[config.mk]
export PLATFORM = sky130hd
export DESIGN_NAME = usb_tx_sched
export DESIGN_NICKNAME = d
export VERILOG_FILES = /design/src/rtl/usb_pkg.sv /design/src/rtl/usb_cmd_fifo.sv /design/src/rtl/usb_tx_sched.sv
export SDC_FILE = /design/constraint.sdc
export NUM_CORES = 1
export LEC_CHECK = 0
export ABC_AREA = 1
export CORE_MARGIN = 2
export CORE_UTILIZATION = 55
export DETAILED_ROUTE_END_ITERATION = 10
export GPL_TIMING_DRIVEN = 0
export HOLD_SLACK_MARGIN = 0.06
export PLACE_DENSITY = 0.82
export SLEW_MARGIN = 5
export SYNTH_ARGS = -nofsm -noshare
export SYNTH_HDL_FRONTEND = slang
export SYNTH_SLANG_ARGS = --single-unit
[constraint.sdc]
create_clock -name clk -period 3.15 [get_ports clk]
set_clock_uncertainty 0.15 [all_clocks]
set_input_delay 0.63 -clock clk [delete_from_list [all_inputs] [get_ports clk]]
set_output_delay 0.63 -clock clk [all_outputs]
set_load 0.005 [all_outputs]
[src/rtl/usb_pkg.sv]
// Shared USB transmit definitions: packet type codes, scheduler state encoding,
// and small helpers used by the scheduler and the byte transmitter.
package usb_pkg;

  localparam logic [3:0] BAG_ACK    = 4'd1;
  localparam logic [3:0] BAG_NAK    = 4'd2;
  localparam logic [3:0] BAG_STL    = 4'd3;
  localparam logic [3:0] BAG_DIDX   = 4'd5;
  localparam logic [3:0] BAG_DPARAM = 4'd6;
  localparam logic [3:0] BAG_DDIDX  = 4'd7;

  typedef enum logic [2:0] {
    ST_IDLE, ST_LOAD, ST_START, ST_RELEASE, ST_ABORT, ST_GAP
  } sched_state_t;

  typedef struct packed {
    logic [3:0]  btype;
    logic [31:0] data;
  } cmd_entry_t;

  function automatic logic cmd_type_legal(input logic [3:0] t);
    return (t == BAG_DIDX) || (t == BAG_DPARAM) || (t == BAG_DDIDX);
  endfunction

  // Pending handshake codes equal the low bits of BAG_ACK/NAK/STL, so priority is a max.
  function automatic logic [1:0] hs_merge(input logic [1:0] held, input logic ack,
                                          input logic nak, input logic stl);
    logic [1:0] req;
    req = stl ? 2'd3 : (nak ? 2'd2 : (ack ? 2'd1 : 2'd0));
    return (req > held) ? req : held;
  endfunction

endpackage

[src/rtl/usb_cmd_fifo.sv]
// Synchronous FIFO holding queued {type,data} command entries for the scheduler.
module usb_cmd_fifo #(
  parameter int DEPTH = 4,
  parameter int WIDTH = 36
) (
  input  logic             clk,
  input  logic             rst,
  input  logic             push,
  input  logic [WIDTH-1:0] wdata,
  input  logic             pop,
  output logic [WIDTH-1:0] rdata,
  output logic             full,
  output logic             empty
);
  localparam int AW = $clog2(DEPTH);

  logic [WIDTH-1:0] mem [DEPTH];
  logic [AW-1:0]    wptr, rptr;
  logic [AW:0]      count;
  logic             do_push, do_pop;

  assign full    = (count == (AW+1)'(DEPTH));
  assign empty   = (count == '0);
  assign do_pop  = pop && !empty;
  // A pop frees the slot the same cycle, so a full FIFO still accepts a push.
  assign do_push = push && (!full || do_pop);
  assign rdata   = mem[rptr];

  always_ff @(posedge clk or negedge rst) begin
    if (!rst) begin
      wptr  <= '0;
      rptr  <= '0;
      count <= '0;
    end else begin
      if (do_push) wptr <= wptr + 1'b1;
      if (do_pop)  rptr <= rptr + 1'b1;
      case ({do_push, do_pop})
        2'b10:   count <= count + 1'b1;
        2'b01:   count <= count - 1'b1;
        default: ;
      endcase
    end
  end

  always_ff @(posedge clk) begin
    if (do_push) mem[wptr] <= wdata;
  end

endmodule

[src/rtl/usb_tx_sched.sv]
// Upstream scheduler for the USB byte transmitter: handshake slot, command queue,
// fs/fd handshake with timeout recovery and inter-packet gap.
//   state   | meaning
//   IDLE    | nothing in flight, waiting for handshake or command
//   LOAD    | latch btype/data_cmd (handshake first, else FIFO head)
//   START   | fs high, waiting for fd rise or timeout
//   RELEASE | fs low, waiting for fd to fall
//   ABORT   | transmitter hung, packet discarded
//   GAP     | idle spacing before the next fs
module usb_tx_sched
  import usb_pkg::*;
#(
  parameter int CMD_DEPTH = 4,
  parameter int TIMEOUT   = 255,
  parameter int GAP       = 2
) (
  input  logic        clk,
  input  logic        rst,
  input  logic        ack_req,
  input  logic        nak_req,
  input  logic        stl_req,
  input  logic        cmd_valid,
  output logic        cmd_ready,
  input  logic [3:0]  cmd_type,
  input  logic [31:0] cmd_data,
  output logic        fs,
  input  logic        fd,
  output logic [3:0]  btype,
  output logic [31:0] data_cmd,
  output logic        busy,
  output logic        sent,
  output logic        err_type,
  output logic        err_tout
);
  localparam int TMAX = (TIMEOUT > GAP) ? TIMEOUT : GAP;
  localparam int TW   = $clog2(TMAX + 1);
  localparam logic [TW-1:0] TOUT_LD = TW'(TIMEOUT - 1);
  localparam logic [TW-1:0] GAP_LD  = TW'((GAP > 0) ? GAP - 1 : 0);

  sched_state_t state;
  logic [1:0]   hs_pend;
  logic [TW-1:0] tmr;
  logic         armed;
  logic         fifo_full, fifo_empty, fifo_pop;
  logic         push_ok, push_bad, any_hs;
  cmd_entry_t   fifo_head;

  assign cmd_ready = !fifo_full;
  assign push_ok   = cmd_valid && cmd_ready && cmd_type_legal(cmd_type);
  assign push_bad  = cmd_valid && cmd_ready && !cmd_type_legal(cmd_type);
  assign any_hs    = ack_req || nak_req || stl_req;
  assign fifo_pop  = (state == ST_LOAD) && (hs_pend == 2'd0);

  usb_cmd_fifo #(.DEPTH(CMD_DEPTH), .WIDTH(36)) u_fifo (
    .clk   (clk),
    .rst   (rst),
    .push  (push_ok),
    .wdata ({cmd_type, cmd_data}),
    .pop   (fifo_pop),
    .rdata (fifo_head),
    .full  (fifo_full),
    .empty (fifo_empty)
  );

  always_ff @(posedge clk or negedge rst) begin
    if (!rst) begin
      hs_pend  <= 2'd0;
      err_type <= 1'b0;
    end else begin
      err_type <= push_bad;
      if (state == ST_LOAD && hs_pend != 2'd0)
        hs_pend <= hs_merge(2'd0, ack_req, nak_req, stl_req);
      else
        hs_pend <= hs_merge(hs_pend, ack_req, nak_req, stl_req);
    end
  end

  always_ff @(posedge clk or negedge rst) begin
    if (!rst) begin
      state    <= ST_IDLE;
      fs       <= 1'b0;
      btype    <= 4'd0;
      data_cmd <= 32'd0;
      busy     <= 1'b0;
      sent     <= 1'b0;
      err_tout <= 1'b0;
      tmr      <= '0;
      armed    <= 1'b0;
    end else begin
      sent     <= 1'b0;
      err_tout <= 1'b0;
      case (state)
        ST_IDLE: begin
          // Incoming requests count too, so fs rises two cycles after the request.
          if (hs_pend != 2'd0 || !fifo_empty || any_hs || push_ok) begin
            state <= ST_LOAD;
            busy  <= 1'b1;
          end
        end
        ST_LOAD: begin
          tmr   <= TOUT_LD;
          armed <= 1'b0;
          if (hs_pend != 2'd0) begin
            btype    <= {2'b00, hs_pend};
            data_cmd <= 32'd0;
            fs       <= 1'b1;
            state    <= ST_START;
          end else if (!fifo_empty) begin
            btype    <= fifo_head.btype;
            data_cmd <= fifo_head.data;
            fs       <= 1'b1;
            state    <= ST_START;
          end else begin
            state <= ST_IDLE;
            busy  <= 1'b0;
          end
        end
        ST_START: begin
          // A stale fd left over from a previous packet must drop before it counts.
          if (!fd) armed <= 1'b1;
          if (armed && fd) begin
            fs    <= 1'b0;
            state <= ST_RELEASE;
          end else if (tmr == '0) begin
            fs       <= 1'b0;
            err_tout <= 1'b1;
            state    <= ST_ABORT;
          end else begin
            tmr <= tmr - 1'b1;
          end
        end
        ST_RELEASE: begin
          if (!fd) begin
            sent <= 1'b1;
            if (GAP == 0) begin
              state <= ST_IDLE;
              busy  <= 1'b0;
            end else begin
              tmr   <= GAP_LD;
              state <= ST_GAP;
            end
          end
        end
        ST_ABORT: begin
          if (GAP == 0) begin
            state <= ST_IDLE;
            busy  <= 1'b0;
          end else begin
            tmr   <= GAP_LD;
            state <= ST_GAP;
          end
        end
        ST_GAP: begin
          if (tmr == '0) begin
            state <= ST_IDLE;
            busy  <= 1'b0;
          end else begin
            tmr <= tmr - 1'b1;
          end
        end
        default: begin
          state <= ST_IDLE;
          fs    <= 1'b0;
          busy  <= 1'b0;
        end
      endcase
    end
  end

endmodule

==> results.json, run 1 <==
{
  "status": "completed",
  "fin_nets": 864,
  "hold_violations": 0,
  "synth_area_per_cell_sq_um": 11.8,
  "hpwl_microns": 12600,
  "area_growth_pct": 23.0,
  "cts_resized": 0,
  "crit_path_start_kind": "input port",
  "mostFrequentLayoutCell": "edfxtp_1",
  "antenna_found_initial": 0,
  "wl_per_cell_microns": 19.5,
  "period_needed_ps": 2940,
  "die_area_sq_um": 16100,
  "internal_power_mw": 6.32,
  "ys_seq_elements": 206,
  "drtIter0Drc": 524,
  "cts_buffers": 21,
  "worst_pin_slew_ps": 873,
  "cp.required_ps": 3370,
  "vias": 5915,
  "final_cell_mix": "edfxtp_1 (144), nor2_1 (113), nand2_1 (104), o21ai_0 (93), clkdlybuf4s50_1 (83)",
  "pwr-share-clk": 0.269,
  "cp_top_family": "adder cells",
  "dr.pass1.iters": 5,
  "setup_viol": 0,
  "place_ws_ps": -223,
  "crit_path_cell_trace": "clkdlybuf4s50_1, nor2_1, nor2_1, nand3_1, ha_1, inv_1, fa_1, o21ai_0",
  "p_total_mw": 9.56,
  "synth_flop_cell": "edfxtp_1",
  "critPathBufInv": 2,
  "cts_setup_buffers": 0,
  "dieWidth_microns": 127,
  "cts_tree": "yes",
  "timing.final.crit_share": 0.934,
  "initial_core_util": 0.566,
  "drv_slew": 0,
  "fin_ws_ps": 208,
  "swShare": 0.340,
  "synthCells": 701,
  "ir_drop_mv": 0.609,
  "root_buffer": "clkbuf_16",
  "ios": 85,
  "fmax_ghz": 0.340,
  "min_path_type": "input port to asynchronous set/reset pin",
  "die-height_microns": 127,
  "ys_async_sr_fraction": 0.301,
  "leakagePower_nw": 3.91,
  "port_buffers": 84,
  "slowest_delay_ps": 620,
  "grt_overflow": 0,
  "p_per_area_nw_per_um2": 938,
  "p_seq_frac": 0.385,
  "layout-drive-gt1-share": 0.0774,
  "holdBufCountCts": 0,
  "fillers": 986,
  "core_sq_um": 14600,
  "synth_edf_count": 144,
  "wirelength_microns": 19700,
  "clock_sinks": 206,
  "rsz0062_at_grt": "no",
  "cp-end-kind": "register",
  "critPathSlowestCell": "clkdlybuf4s50_1",
  "ant_nets": 0,
  "diodes": 0,
  "viasPerCell": 5.85,
  "crit_fanout": 7,
  "slew_headroom": 0.418,
  "synth.yosys.seq_area_share": 0.709,
  "grt_pass1_vias": 6074,
  "arrival_ps": 3170,
  "cts-htree-levels": 1,
  "grtUsageTotal": 0.247,
  "grt_first_pass_wirelength_microns": 31100,
  "place.gp.congestion": 0.874,
  "yosysUniqueCellTypes": 32,
  "synth_fp_nets": 753,
  "p_switching_mw": 3.25,
  "crit_top_cell": "nor2_1",
  "rows": 44,
  "clkLatencyLatePin_ps": 490,
  "grt_max_degree": 63,
  "drc": 0,
  "ff_latch_area_sq_um": 5880,
  "syn-cell-area_sq_um": 8290,
  "drv.max_cap_violation_count": 0,
  "cts_buffer_depth": 3,
  "multiInputGateArea_sq_um": 2160,
  "clkTransAtPathRegs_ps": 60,
  "pwr-share-comb": 0.346,
  "ys_warn_count": 0,
  "worstSetupPathType": "input port to register"
}
cells by family (layout without fill, tap and decap cells):
kind of cell | after synthesis | in the layout | share of synthesized area
xor gates and xnor gates | 5 | 5 | 0.00528
DFF | 206 | 206 | 0.709
adders and majority gates | 9 | 9 | 0.0145
buffers and inverters | 70 | 196 | 0.0343
AOI/OAI and AO/OA | 168 | 168 | 0.119
and+or+nand+nor | 243 | 243 | 0.118
Yosys cell counts, types with 2 or more instances:
master | number | area, sq um
inv_1 | 40 | 150
dfrtp_1 | 62 | 1550
clkbuf_1 | 14 | 52.6
o22ai_1 | 2 | 12.5
nand3_1 | 14 | 70.1
xor2_1 | 4 | 35.0
o22a_1 | 35 | 307
inv_2 | 2 | 7.51
edfxtp_1 | 144 | 4320
nand2_1 | 104 | 390
buf_1 | 2 | 7.51
ha_1 | 8 | 100
buf_2 | 11 | 55.1
nor2_1 | 117 | 439
o21ai_0 | 93 | 465
o21ai_1 | 28 | 140
a21oi_1 | 6 | 30.0
layer usage:
| layer | track usage | vias to the layer above | share of wire |
|---|---|---|---|
| li1 | - | 2678 | - |
| met1 | 0.320 | 2915 | 0.40 |
| met2 | 0.439 | 278 | 0.51 |
| met3 | 0.0333 | 44 | 0.067 |
| met4 | 0.0743 | 0 | 0.022 |
| met5 | 0 | - | 0 |
layout make-up:
type	count	area share
plain buffers	28	0.0124
clock buffers	29	0.0594
clock inverters	9	0.0120
inverters	42	0.0155
multi-input cells	425	0.212
flip-flops and latches	206	0.576
well taps	184	0.0226
repair buffers	88	0.0901
worst paths after layout:
kind                                 start              end  slack, ps  cells past startpoint
setup / recovery               cmd_type[0]  u_fifo.count[1]        210                      8
hold / removal                         rst             sent        110                      1
setup reg to reg           u_fifo.count[0]  u_fifo.count[2]        460                     10
hold reg to reg                         fs               fs        330                      2
max in group asynchronous              rst     data_cmd[13]       2170                      1
min in group clk                        fs               fs        330                      2
sequential cells by signal, indices dropped and copies added (netlist names):
register      count
fs                1
err_tout          1
u_fifo.mem      144
err_type          1
u_fifo.wptr       2
u_fifo.count      3
tmr               8
hs_pend           2
armed             1
busy              1
btype             4
state             3
sent              1
u_fifo.rptr       2
data_cmd         32
metrics by stage:
| step | hold WS (ps) | TNS (ps) | util | std cells | cell area, sq um |
|---|---|---|---|---|---|
| after global placement | 309 | -342140 | 0.639 | 969 | 9360 |
| after detailed placement | 312 | -16910 | 0.646 | 973 | 9470 |
| after global routing | 192 | 0 | 0.696 | 1011 | 10200 |
| final | 113 | 0 | 0.696 | 1011 | 10200 |
| after floorplan | 184 | -3470 | - | 701 | 8290 |
| after CTS | 147 | 0 | 0.696 | 1011 | 10200 |
power groups by stage:
stage	registers [mW]	clock network, mW	logic (mW)
after floorplan	3.68	0	1.89
after global placement	3.70	0	3.06
after detailed placement	3.72	0	3.27
after CTS	3.68	2.59	3.32
after global routing	3.73	2.70	3.67
final	3.68	2.57	3.31
No activity file was read; power rests on OpenSTA's default activity.
==> run 2, diff against run 1 <==
SETUP_SLACK_MARGIN = 0.1   (was unset)
==> results.json, run 2 (synthesis results as in run 1) <==
{
  "status": "completed",
  "startpoint": "cmd_type[0]",
  "grt_first_pass_wirelength_microns": 31100,
  "worst_pin_slew_ps": 874,
  "arrival_ps": 2950,
  "initial_core_util": 0.566,
  "grt_pass1_vias": 6074,
  "ir_drop_mv": 0.608,
  "fin_hold_ws_ps": 114,
  "p_per_area_nw_per_um2": 938,
  "wl_per_cell_microns": 19.5,
  "grt_overflow": 0,
  "drv_slew": 0,
  "largest_register_ffs": 144,
  "clkTransAtPathRegs_ps": 60,
  "drv.max_cap_violation_count": 0,
  "cts_tree": "yes",
  "crit_fanout": 7,
  "reg_top3": "u_fifo.mem: 144 flops, data_cmd: 32 flops, tmr: 8 flops",
  "area_growth_pct": 23.1,
  "dr.pass1.iters": 5,
  "final_cell_mix": "edfxtp_1 (144), nor2_1 (113), nand2_1 (104), o21ai_0 (93), clkdlybuf4s50_1 (83)",
  "rsz0062_at_grt": "no",
  "mostFrequentLayoutCell": "edfxtp_1",
  "clock_sinks": 206,
  "grtUsageTotal": 0.247,
  "cts_buffers": 21,
  "die_area_sq_um": 16100,
  "core_sq_um": 14600,
  "fin_nets": 864,
  "regMostFlops": "u_fifo.mem",
  "slew_headroom": 0.417,
  "holdBufCountCts": 0,
  "vias": 5932,
  "port_buffers": 84,
  "clkLatencyLatePin_ps": 490,
  "die-height_microns": 127,
  "place.gp.congestion": 0.874,
  "setup_viol": 0,
  "layout-drive-gt1-share": 0.0786,
  "period_needed_ps": 2730,
  "grt_max_degree": 63,
  "dieWidth_microns": 127,
  "drc": 0,
  "drtIter0Drc": 519,
  "timing.final.crit_share": 0.866,
  "multiInputGateArea_sq_um": 2160,
  "worstSetupPathType": "input port to register",
  "cts-htree-levels": 1,
  "crit_path_start_kind": "input port",
  "ant_nets": 0,
  "cp-end-kind": "register",
  "final_cell_area_sq_um": 10200,
  "cp.required_ps": 3380,
  "antenna_found_initial": 0,
  "ios": 85,
  "place_area_sq_um": 9470,
  "cts_buffer_depth": 3,
  "wirelength_microns": 19700,
  "r2r-start": "state[2]",
  "leakagePower_nw": 3.91,
  "min_path_type": "input port to asynchronous set/reset pin",
  "fmax_ghz": 0.366,
  "viasPerCell": 5.87,
  "ff_latch_area_sq_um": 5880,
  "hpwl_microns": 12600,
  "fillers": 985,
  "root_buffer": "clkbuf_16",
  "diodes": 0,
  "rows": 44,
  "hold_violations": 0
}
[run 2: cell counts in the layout (fill, tap and decap cells not counted)]
Identical to the previous run, type by type.
[run 2: area by class of cell]
type                            instances  share of cell area
Inverter                               42              0.0155
Clock inverter                          9              0.0120
Multi-Input combinational cell        425               0.212
Sequential cell                       206               0.576
Tap cell                              184              0.0226
Buffer                                 28              0.0124
Clock buffer                           29              0.0594
Timing Repair Buffer                   88              0.0900
[run 2: critical path: stages]
cell and delay [ps]:
clkdlybuf4s50_1 620, nor2_1 120, nor2_1 190, nand3_2 300
ha_1 300, inv_1 100, fa_1 440, o21ai_0 260
[run 2: repair_timing]
action / 4_1_cts / 5_1_grt
setup buffers: 0 / 0
resized for setup: 0 / 1
setup endpoints to repair: 0 / 1
hold endpoints to repair: 0 / 0
[run 2: worst paths after layout]
check,to,slack [ps],depth (start not counted)
hold / removal,sent,110,1
min in group clk,busy,330,2
hold reg to reg,busy,330,2
max in group asynchronous,data_cmd[13],2170,1
setup / recovery,u_fifo.count[1],420,8
setup reg to reg,u_fifo.count[2],590,10
[run 2: routing by layer]
layer / vias to the layer above / part of all wire / global-route usage
met5: - / 0 / 0
met4: 0 / 0.023 / 0.0743
met3: 48 / 0.069 / 0.0333
met2: 278 / 0.51 / 0.439
met1: 2926 / 0.40 / 0.320
li1: 2680 / - / -
[run 2: power by group]
group | internal (mW) | switching [mW]
clock | 1.59 | 0.978
sequential | 3.38 | 0.305
combinational | 1.35 | 1.97
[run 2: metrics by stage]
stage	setup slack, ps	std cells	setup TNS, ps	util	power, mW
detailed placement	-223	973	-16910	0.646	6.99
CTS	225	1011	0	0.696	9.59
floorplan	-24.1	701	-3470	-	5.57
global route	297	1011	0	0.697	10.1
global placement	-2020	969	-342140	0.639	6.76
finish	421	1011	0	0.697	9.57
==> run 3, diff against run 2 <==
SLEW_MARGIN = unset   (was 5)
==> results.json, run 3 (synthesis results as in run 1) <==
{
  "area_growth_pct": 22.8,
  "cp-end-kind": "register",
  "dr.pass1.iters": 6,
  "final_cell_count_no_fill": 1011,
  "cts_resized": 0,
  "wl_per_cell_microns": 19.6,
  "place.gp.congestion": 0.874,
  "grt_pass1_vias": 6173,
  "largest_register_ffs": 144,
  "period_needed_ps": 2860,
  "cts-htree-levels": 1,
  "place_area_sq_um": 9470,
  "drc": 0,
  "holdBufCountCts": 0,
  "die_area_sq_um": 16100,
  "antenna_found_initial": 0,
  "root_buffer": "clkbuf_16",
  "fin_nets": 864,
  "met2_wirelength_microns": 10000,
  "slowest_delay_ps": 640,
  "wl_met3_microns": 1320,
  "crit_top_cell": "nor2_1",
  "critPathSlowestCell": "nor2_4",
  "leakagePower_nw": 3.89,
  "slew_headroom": 0.422,
  "clkTransAtPathRegs_ps": 60,
  "fillers": 999,
  "timing.final.crit_share": 0.907,
  "ios": 85,
  "initial_core_util": 0.566,
  "cts_buffer_depth": 3,
  "die-height_microns": 127,
  "cp.required_ps": 3180,
  "place_inst": 973,
  "rsz0062_at_grt": "no",
  "ir_drop_mv": 0.571,
  "rows": 44,
  "grt_first_pass_wirelength_microns": 31700,
  "layout-drive-gt1-share": 0.0762,
  "dieWidth_microns": 127,
  "multiInputGateArea_sq_um": 2160,
  "ant_nets": 0,
  "clkLatencyLatePin_ps": 490,
  "final_cell_mix": "edfxtp_1 (144), nor2_1 (113), nand2_1 (104), o21ai_0 (93), clkdlybuf4s50_1 (83)",
  "reg_top3": "u_fifo.mem: 144 flops, data_cmd: 32 flops, tmr: 8 flops",
  "clock_sinks": 206,
  "crit_path_start_kind": "input port",
  "fin_hold_ws_ps": 113,
  "diodes": 0,
  "hold_violations": 0,
  "final_cell_area_sq_um": 10200,
  "cts_buffers": 21,
  "vias": 5914,
  "top_layer_used": "met4",
  "grtUsageTotal": 0.251,
  "fmax_ghz": 0.350,
  "worst_pin_slew_ps": 868,
  "status": "completed",
  "drv_slew": 0,
  "viasPerCell": 5.85,
  "drtIter0Drc": 623,
  "grt_overflow": 0,
  "p_total_mw": 9.50,
  "mostFrequentLayoutCell": "edfxtp_1",
  "hpwl_microns": 12600,
  "regMostFlops": "u_fifo.mem",
  "grt_max_degree": 63,
  "p_per_area_nw_per_um2": 934,
  "core_sq_um": 14600,
  "cts_tree": "yes",
  "critPathBufInv": 2,
  "arrival_ps": 2890,
  "drv.max_cap_violation_count": 0,
  "ff_latch_area_sq_um": 5880,
  "port_buffers": 84,
  "cts_setup_buffers": 0,
  "wirelength_microns": 19800,
  "crit_path_cell_trace": "clkdlybuf4s50_1, nor2_1, nor2_1, nand3_1, nor2_4, buf_12",
  "met1_length_microns": 7940,
  "setup_viol": 0,
  "worstSetupPathType": "input port to register",
  "crit_fanout": 22,
  "min_path_type": "input port to asynchronous set/reset pin",
  "cp_top_family": "simple AND/OR/NAND/NOR gates"
}
[run 3: cell types whose count changed in the layout (fill, tap and decap cells not counted)]
cell        delta
bufinv_16      -1
clkinv_1       +1
clkinv_2       -2
clkinvlp_4     +2
nand3_1        +1
nand3_2        -1
[run 3: final timing paths]
path,cells after the start,startpoint,end,slack [ps]
worst min-delay path,1,rst,sent,110
max in group asynchronous,1,rst,data_cmd[27],2180
worst max register to register,10,u_fifo.count[0],u_fifo.count[2],610
worst min register to register,2,fs,fs,330
worst max-delay path,6,cmd_type[0],u_fifo.mem[2][28],290
min in group clk,2,fs,fs,330
[run 3: final cells by class]
cell class | instances | area share
inverters | 42 | 0.0155
clock buffers | 29 | 0.0595
multi-input cells | 425 | 0.212
plain buffers | 28 | 0.0124
repair buffers | 88 | 0.0903
well taps | 184 | 0.0226
clock inverters | 9 | 0.00996
flip-flops and latches | 206 | 0.578
[run 3: per-layer routing]
layer	vias up	GRT usage
met5	-	0
met4	0	0.0769
met3	50	0.0396
met2	279	0.442
met1	2917	0.324
li1	2668	-
[run 3: power by group]
| group | total [mW] | internal (mW) | switching [mW] |
|---|---|---|---|
| Combinational | 3.31 | 1.35 | 1.96 |
| Clock | 2.51 | 1.51 | 1.00 |
| Sequential | 3.68 | 3.38 | 0.301 |
| Total | 9.50 | 6.23 | 3.26 |
[run 3: stage by stage]
| stage | setup WS (ps) | setup TNS [ps] | util |
|---|---|---|---|
| after floorplan | -24.1 | -3470 | - |
| after global placement | -2020 | -342140 | 0.639 |
| after detailed placement | -198 | -12460 | 0.646 |
| after CTS | 300 | 0 | 0.695 |
| after global routing | 130 | 0 | 0.695 |
| final | 293 | 0 | 0.695 |
